===== config.mk =====
export PLATFORM = sky130hd
export DESIGN_NAME = regfile_cmd_sequencer
export DESIGN_NICKNAME = d
export VERILOG_FILES = /design/src/rtl/regfile_cmd_sequencer.sv
export SDC_FILE = /design/constraint.sdc
export NUM_CORES = 1
export LEC_CHECK = 0
export ABC_AREA = 1
export BUFFER_PORTS_ARGS = -buffer_cell sky130_fd_sc_hd__buf_2
export CAP_MARGIN = 10
export CORE_ASPECT_RATIO = 1.5
export CORE_MARGIN = 1.5
export CORE_UTILIZATION = 50
export CTS_BUF_LIST = sky130_fd_sc_hd__clkbuf_4 sky130_fd_sc_hd__clkbuf_8
export DETAILED_ROUTE_END_ITERATION = 10
export GPL_ROUTABILITY_DRIVEN = 0
export PLACE_DENSITY_LB_ADDON = 0.3
export SYNTH_ARGS = -nofsm -noshare
export SYNTH_HDL_FRONTEND = slang
export SYNTH_SLANG_ARGS = --single-unit

===== constraint.sdc =====
create_clock -name clk -period 3.3 [get_ports clk]
set_input_delay 0.33 -clock clk [delete_from_list [all_inputs] [get_ports clk]]
set_output_delay 0.33 -clock clk [all_outputs]
set_load 0.1 [all_outputs]

===== src/rtl/regfile_cmd_sequencer.sv =====
// regfile_cmd_sequencer
//   Front-end controller for the register-file command bus. Accepts one
//   register micro-op per valid/ready handshake and expands it into an ordered
//   sequence of command codes on the shared bus. The register selects and the
//   ALU write-select are captured at acceptance and held until the next op.
//
// Optional feature (build macro SEQ_SKIP_LATCHSEL_EN):
//   When defined, the LATCHSEL step is skipped if selects have already been
//   latched once and the new op's sel_a/b/c equal the last latched selects.
//   When undefined, LATCHSEL is always issued for READ_AB, ALU_EXEC and WRITE_C.
//
// Ports:
//   clk, rst_n          clock, asynchronous active-low reset
//   req_valid/req_ready micro-op handshake
//   req_op              0=READ_AB 1=ALU_EXEC 2=WRITE_C 3=READ_F
//   req_sel_a/b/c       register selects of the request
//   req_wsel            ALU write-select of the request
//   stall               bus stall; freezes the sequence and forces COM_NOP
//   cmd                 command code driven onto the regfile bus
//   sel_a/b/c           latched selects
//   alu_wsel            latched ALU write-select
//   busy                op in flight
//   done                one-cycle pulse with an op's final command
//   state_dbg           {selects-latched flag, FSM state} for observation
//
// Handshake: a request is accepted on a rising edge where req_valid and
//   req_ready are both 1. req_ready is 1 only while idle; once it drops the
//   request fields are ignored until req_ready returns to 1.
module regfile_cmd_sequencer #(
  parameter int INDEX_WIDTH = 3,
  parameter int CMD_WIDTH   = 4
) (
  input  logic                   clk,
  input  logic                   rst_n,
  input  logic                   req_valid,
  output logic                   req_ready,
  input  logic [1:0]             req_op,
  input  logic [INDEX_WIDTH-1:0] req_sel_a,
  input  logic [INDEX_WIDTH-1:0] req_sel_b,
  input  logic [INDEX_WIDTH-1:0] req_sel_c,
  input  logic [1:0]             req_wsel,
  input  logic                   stall,
  output logic [CMD_WIDTH-1:0]   cmd,
  output logic [INDEX_WIDTH-1:0] sel_a,
  output logic [INDEX_WIDTH-1:0] sel_b,
  output logic [INDEX_WIDTH-1:0] sel_c,
  output logic [1:0]             alu_wsel,
  output logic                   busy,
  output logic                   done,
  output logic [3:0]             state_dbg
);

  localparam logic [CMD_WIDTH-1:0] COM_NOP      = CMD_WIDTH'(0);
  localparam logic [CMD_WIDTH-1:0] COM_READA    = CMD_WIDTH'(1);
  localparam logic [CMD_WIDTH-1:0] COM_READB    = CMD_WIDTH'(2);
  localparam logic [CMD_WIDTH-1:0] COM_LATCHC   = CMD_WIDTH'(3);
  localparam logic [CMD_WIDTH-1:0] COM_LATCHSEL = CMD_WIDTH'(4);
  localparam logic [CMD_WIDTH-1:0] COM_READF    = CMD_WIDTH'(5);
  localparam logic [CMD_WIDTH-1:0] COM_ALU_WE   = CMD_WIDTH'(6);

  localparam logic [1:0] OP_READ_AB  = 2'd0;
  localparam logic [1:0] OP_ALU_EXEC = 2'd1;
  localparam logic [1:0] OP_WRITE_C  = 2'd2;
  localparam logic [1:0] OP_READ_F   = 2'd3;

  localparam logic [1:0] WSEL_NONE = 2'd0;
  localparam logic [1:0] WSEL_REGC = 2'd1;
  localparam logic [1:0] WSEL_REGF = 2'd2;

  // Each non-IDLE state names the step that is pending issue on the bus.
  typedef enum logic [2:0] {
    S_IDLE = 3'd0,
    S_LSEL = 3'd1,
    S_RDA  = 3'd2,
    S_RDB  = 3'd3,
    S_AWE  = 3'd4,
    S_LC   = 3'd5,
    S_RDF  = 3'd6
  } state_t;

  state_t     state;
  logic [1:0] op_q;
  logic       awe_q;
  logic       flag_q;

`ifdef SEQ_SKIP_LATCHSEL_EN
  logic [INDEX_WIDTH-1:0] lat_a, lat_b, lat_c;
  logic [INDEX_WIDTH-1:0] cur_a, cur_b, cur_c_lat;
`endif

  logic                   accept;
  logic                   active;
  logic                   wsel_ok;
  logic                   skip;
  logic [1:0]             cur_op;
  logic                   cur_awe;
  logic [INDEX_WIDTH-1:0] cur_c;
  state_t                 first_step;
  state_t                 cur_step;
  state_t                 next_step;
  logic [CMD_WIDTH-1:0]   step_cmd;

  always_comb begin
    accept  = req_valid && req_ready;
    wsel_ok = (req_op == OP_ALU_EXEC) &&
              ((req_wsel == WSEL_REGC) || (req_wsel == WSEL_REGF));
    // On the accept edge the step is issued from the request itself,
    // afterwards from the captured copy.
    cur_op  = accept ? req_op    : op_q;
    cur_awe = accept ? wsel_ok   : awe_q;
    cur_c   = accept ? req_sel_c : sel_c;

    skip = 1'b0;
`ifdef SEQ_SKIP_LATCHSEL_EN
    cur_a     = accept ? req_sel_a : sel_a;
    cur_b     = accept ? req_sel_b : sel_b;
    cur_c_lat = cur_c;
    skip = flag_q && (req_sel_a == lat_a) && (req_sel_b == lat_b) &&
           (req_sel_c == lat_c);
`endif

    if (req_op == OP_READ_F)       first_step = S_RDF;
    else if (!skip)                first_step = S_LSEL;
    else if (req_op == OP_WRITE_C) first_step = S_LC;
    else                           first_step = S_RDA;

    cur_step = (state == S_IDLE) ? first_step : state;
    active   = accept || (state != S_IDLE);

    step_cmd  = COM_NOP;
    next_step = S_IDLE;
    case (cur_step)
      S_LSEL: begin
        step_cmd  = COM_LATCHSEL;
        next_step = (cur_op == OP_WRITE_C) ? S_LC : S_RDA;
      end
      S_RDA: begin
        step_cmd  = COM_READA;
        next_step = S_RDB;
      end
      S_RDB: begin
        step_cmd  = COM_READB;
        next_step = cur_awe ? S_AWE : S_IDLE;
      end
      S_AWE:   step_cmd = COM_ALU_WE;
      // Writing the zero register is suppressed but still occupies the step.
      S_LC:    step_cmd = (cur_c == '0) ? COM_NOP : COM_LATCHC;
      S_RDF:   step_cmd = COM_READF;
      default: step_cmd = COM_NOP;
    endcase
  end

  always_ff @(posedge clk or negedge rst_n) begin
    if (!rst_n) begin
      state     <= S_IDLE;
      op_q      <= OP_READ_AB;
      awe_q     <= 1'b0;
      flag_q    <= 1'b0;
      cmd       <= COM_NOP;
      sel_a     <= '0;
      sel_b     <= '0;
      sel_c     <= '0;
      alu_wsel  <= WSEL_NONE;
      req_ready <= 1'b1;
      busy      <= 1'b0;
      done      <= 1'b0;
`ifdef SEQ_SKIP_LATCHSEL_EN
      lat_a     <= '0;
      lat_b     <= '0;
      lat_c     <= '0;
`endif
    end else begin
      done <= 1'b0;
      cmd  <= COM_NOP;

      if (accept) begin
        op_q      <= req_op;
        awe_q     <= wsel_ok;
        sel_a     <= req_sel_a;
        sel_b     <= req_sel_b;
        sel_c     <= req_sel_c;
        alu_wsel  <= wsel_ok ? req_wsel : WSEL_NONE;
        req_ready <= 1'b0;
        busy      <= 1'b1;
      end else if (state == S_IDLE) begin
        // Reached one cycle after the final command.
        req_ready <= 1'b1;
        busy      <= 1'b0;
      end

      if (active) begin
        if (stall) begin
          state <= cur_step;
        end else begin
          cmd   <= step_cmd;
          state <= next_step;
          done  <= (next_step == S_IDLE);
          if (cur_step == S_LSEL) begin
            flag_q <= 1'b1;
`ifdef SEQ_SKIP_LATCHSEL_EN
            lat_a  <= cur_a;
            lat_b  <= cur_b;
            lat_c  <= cur_c_lat;
`endif
          end
        end
      end
    end
  end

  assign state_dbg = {flag_q, state};

endmodule


==> out/qor.csv, run 1 <==
stage;metric;value;unit
global_routing;globalRouteTotalUtil;18.8;%
critical_path;critPathKind;flip-flop to flip-flop;
detailed_routing;drtIter0Drc;22;
yosys;synth_top_area_share;49.4;%
detailed_routing;drc_errors;0;
layout;drive_gt1_share;31.5;%
detailed_routing;ant_nets;0;
clock_network;clock_latency;300;ps
critical_path;crit_arrival;1910;ps
yosys;seq_area_frac_synth;51.7;%
timing;post-route-period-util;51.6;%
floorplanning;die_x;42.4;um
timing;finClkSkew;1.75;ps
timing;drv_slew;0;
yosys;async_flop_share;100;%
placement;portBuffers;37;
detailed_routing;viasPerCell;4.79;
floorplanning;num_rows;21;
layout;syn2layout_area_growth;19.7;%
clock_network;ctsResizeCount;0;
yosys;synthTopCellsByCount;nand2_1 (51), dfrtp_1 (23), inv_1 (23);
timing;fin_crit;1700;ps
clock_network;cts_made_buffers;3;
timing;slew_headroom;55.9;%
yosys;synth_top_cell_by_area;dfrtp_1;
global_routing;grt-busiest-layer;met2;
critical_path;setup.worst_path.start_class;flip-flop;
clock_network;htreeDepth;1;
clock_network;cts_tree;yes;
layout;nets;202;
global_routing;grt_pass1_wl;3940;um
yosys;syn-cell-area;1160;um2
timing;final.setup.tns;0;ps
floorplanning;die_area;2630;um2
clock_network;clk_pin_slew_worst_paths;120;ps
timing;tightestPinTransition;661;ps
yosys;synth_area_leaders;dfrtp_1 (49%), nand2_1 (16%), inv_1 (7.4%), nand3_1 (3.4%), nor2_4 (2.9%);
critical_path;worstSetupEndpointType;flip-flop;
yosys;syn_inst;146;
global_routing;grtUsageMet1;20.8;%
detailed_routing;vias;991;
timing;rsz0062_at_grt;false;
global_routing;antenna_found_initial;0;
yosys;synthFlopType;dfrtp_1;
clock_network;clock-root-buffer;clkbuf_4;
yosys;ys_ff_latch;24;
yosys;synth_cell_types;20;
global_routing;grt_max_degree;25;
global_routing;grt_remaining_overflow;0;
timing;holdWs;210;ps
global_routing;grt_util_met2;35.6;%
min_path;hp-class;input pin to flip-flop;
detailed_routing;dr.pass1.iters;4;
yosys;synth_edf_count;0;
floorplanning;initial_core_util;52.8;%
status;outcome;complete, no violations;
timing;fmax;587;MHz
layout;antenna_cells;0;
detailed_routing;avgRoutedWirePerCell;10.9;um
global_routing;use_met3;2.33;%
floorplanning;die_h;62.1;um
yosys;ys_warn_count;0;
layout;fin_util;63.2;%
yosys;syn_avg_cell_area;7.98;um2
floorplanning;core-area;2210;um2
timing;finalSetupViolCount;0;
job;maxCapViolCount;0;
placement;hpwlAfterDp;1720;um
global_routing;grt_pass1_vias;999;
critical_path;path_max_fanout;20;
yosys;synth.most_common_cell;nand2_1;
floorplanning;ios;39;
critical_path;required;3510;ps
detailed_routing;wl;2250;um
yosys;syn-num-nets;163;
clock_network;cts_max_path_buffers;2;
timing;hold_viol_final;0;
clock_network;clock-sinks;24;
==> layer usage <==
| metal | routed length [um] | vias to the layer above |
|---|---|---|
| li1 | - | 514 |
| met1 | 883 | 445 |
| met2 | 1210 | 28 |
| met3 | 120 | 4 |
| met4 | 34 | 0 |
| met5 | 0 | - |
==> critical path, stage by stage, from the launching register on <==
cell and delay, ps:
dfstp_2 580, nand2_1 400, o21ai_1 330, nand3_1 120, nand2_1 110, a21oi_1 70
==> flip-flops by register name, indices dropped and copies added, names as in the netlist <==
name	flops
op_q	2
state	3
flag_q	1
done	1
sel_a	3
sel_c	3
sel_b	3
req_ready	1
awe_q	1
cmd	3
busy	1
alu_wsel	2
==> cell usage in the layout (no fill, tap or decap), drive strengths merged <==
cell          n
nand2        55
buf          37
inv          27
dfrtp        23
nand3        11
nor2         11
o21ai         8
clkbuf        4
a21oi         3
a31oi         1
o21bai        1
conb          1
dlygate4sd3   1
dfstp         1
==> cells by family after synthesis <==
| logic type | count (synthesis) | synth area share (%) |
|---|---|---|
| AOI/OAI and AO/OA | 13 | 6.55 |
| buffers and inverters | 31 | 11.4 |
| DFF | 24 | 51.7 |
| other | 1 | 0.322 |
| and+or+nand+nor | 77 | 30.1 |
==> final timing paths <==
kind | startpoint | to | slack [ps] | cells after the start
setup / recovery | req_ready | cmd[1] | 1600 | 5
max in group asynchronous | rst_n | req_ready | 2430 | 2
hold reg to reg | sel_b[0] | sel_b[0] | 490 | 2
hold / removal | req_sel_b[2] | sel_b[2] | 210 | 3
setup reg to reg | req_ready | cmd[1] | 1600 | 5
min in group asynchronous | rst_n | sel_c[0] | 520 | 2
==> metrics by stage <==
step / cell area [um2] / instances / worst slack (ps)
after floorplan: 1160 / 146 / 1570
after global placement: 1350 / 202 / 1670
after detailed placement: 1350 / 202 / 1600
after CTS: 1390 / 207 / 1590
after global routing: 1390 / 207 / 1440
final: 1390 / 207 / 1600
==> what timing repair did <==
item                                    4_1_cts  5_1_grt
hold buffers                                  1        0
setup buffers                                 0        0
endpoints found under the setup margin        0        0
endpoints found under the hold margin        23        0
==> area by class of cell <==
cell class	count	area [um2]
Clock buffer	4	36.3
Timing Repair Buffer	38	195
Tap cell	23	28.8
Fill cell	195	813
Multi-Input combinational cell	91	430
Inverter	27	101
Sequential cell	24	602
Power of run 1 is not shown: default switching activity piles up to over one toggle a cycle in this logic, so the estimate is an artifact.
==> inputs of run 2 (changes only) <==
- CORE_UTILIZATION: 50 -> 46
- clock period: 3.3 -> 1.4 ns (I/O delays scaled with it)
==> out/qor.csv, run 2 (synthesis results as in run 1) <==
stage;metric;value;unit
detailed_routing;drtIter0Drc;31;
status;violations;negative setup slack;
placement;hpwlAfterDp;1900;um
floorplanning;die_area;2850;um2
global_routing;grt_util_met2;34.9;%
floorplanning;core-area;2420;um2
global_routing;grt-busiest-layer;met2;
floorplanning;num_rows;22;
layout;antenna_cells;0;
layout;final_cell_mix;nand2_1 (46), buf_2 (35), inv_1 (22);
detailed_routing;viasPerCell;5.00;
timing;tightestPinTransition;529;ps
global_routing;antenna_found_initial;0;
min_path;hp-class;input pin to flip-flop;
critical_path;required;1260;ps
timing;finClkSkew;4.80;ps
layout;drive_gt1_share;40.1;%
timing;finalSetupViolCount;1;
status;outcome;complete, but fails checks;
timing;fin_ws;-18.9;ps
clock_network;htreeDepth;1;
floorplanning;initial_core_util;48.1;%
timing;holdWs;16.7;ps
job;maxCapViolCount;0;
clock_network;clock-root-buffer;clkbuf_4;
global_routing;grtUsageMet1;20.7;%
timing;fmax;705;MHz
clock_network;cts_tree;yes;
critical_path;path_max_fanout;4;
critical_path;critPathKind;flip-flop to output pin;
layout;mostFrequentLayoutCell;nand2_1;
critical_path;critPathLaunch;req_ready;
placement;portBuffers;37;
detailed_routing;ant_nets;0;
detailed_routing;vias;1056;
floorplanning;die_h;64.6;um
global_routing;grt_max_degree;25;
clock_network;clk_pin_slew_worst_paths;130;ps
global_routing;grt_pass1_vias;1074;
clock_network;clock-sinks;24;
detailed_routing;drc_errors;0;
layout;seqCellArea;609;um2
critical_path;crit_arrival;1280;ps
timing;hold_viol_final;0;
detailed_routing;avgRoutedWirePerCell;12.0;um
global_routing;grt_remaining_overflow;0;
clock_network;cts_max_path_buffers;2;
timing;slew_headroom;64.7;%
layout;multiInputGateArea;484;um2
timing;fin_crit;1420;ps
floorplanning;die_x;44.1;um
detailed_routing;wl;2520;um
critical_path;worstSetupEndpointType;output pin;
layout;fin_util;61.9;%
placement;dp_cells;205;
layout;syn2layout_area_growth;28.8;%
critical_path;r2r_start;req_ready;
layout;nets;205;
timing;drv_slew;0;
timing;rsz0062_at_grt;true;
layout;instances_no_fill;211;
floorplanning;ios;39;
critical_path;r2r_setup_slack;20;ps
min_path;holdCritStartpoint;req_sel_b[0];
timing;post-route-period-util;101;%
global_routing;grt_pass1_wl;4220;um
clock_network;clock_latency;310;ps
critical_path;setup.worst_path.start_class;flip-flop;
clock_network;cts_made_buffers;3;
global_routing;use_met3;3.06;%
global_routing;globalRouteTotalUtil;19.4;%
layout;num-fill-cells;220;
detailed_routing;dr.pass1.iters;4;
==> run 2: worst paths after layout <==
| path | cells past startpoint | to |
|---|---|---|
| max | 2 | req_ready |
| min | 3 | sel_b[0] |
| max reg2reg | 8 | state[1] |
| min reg2reg | 1 | flag_q |
| max in group asynchronous | 2 | state[2] |
| min in group asynchronous | 2 | sel_c[1] |
==> run 2: metrics by stage <==
stage | cell area (um2) | worst slack, ps | setup TNS (ps)
after global placement | 1410 | 17.3 | 0
after global routing | 1500 | -54.7 | -135
after CTS | 1460 | 2.79 | 0
after floorplan | 1190 | -89.5 | -573
final | 1500 | -18.9 | -18.9
after detailed placement | 1410 | -52.7 | -112
==> run 2: area by class of cell <==
class / count / area share [%]
well taps: 24 / 2.00
repair buffers: 41 / 15.9
inverters: 27 / 6.76
flip-flops and latches: 24 / 40.6
multi-input cells: 91 / 32.3
clock buffers: 4 / 2.42
==> run 2: timing repair <==
action / CTS / global route
endpoints found under the hold margin: 23 / 0
gates resized for setup: 2 / 6
buffers inserted: 0 / 1
setup endpoints to repair: 7 / 8
pin swaps: 0 / 2
hold buffers: 1 / 0
==> run 2: routing by layer <==
| layer | wire length (um) | share of wire [%] |
|---|---|---|
| met1 | 992 | 39 |
| met2 | 1330 | 53 |
| met3 | 149 | 5.9 |
| met4 | 54 | 2.1 |
| met5 | 0 | 0 |
==> run 2: critical path, stage by stage, from the launching register on <==
cell and delay, ps:
dfstp_4 680, buf_6 120, buf_12 160
Power of run 2 is left out for the same reason.
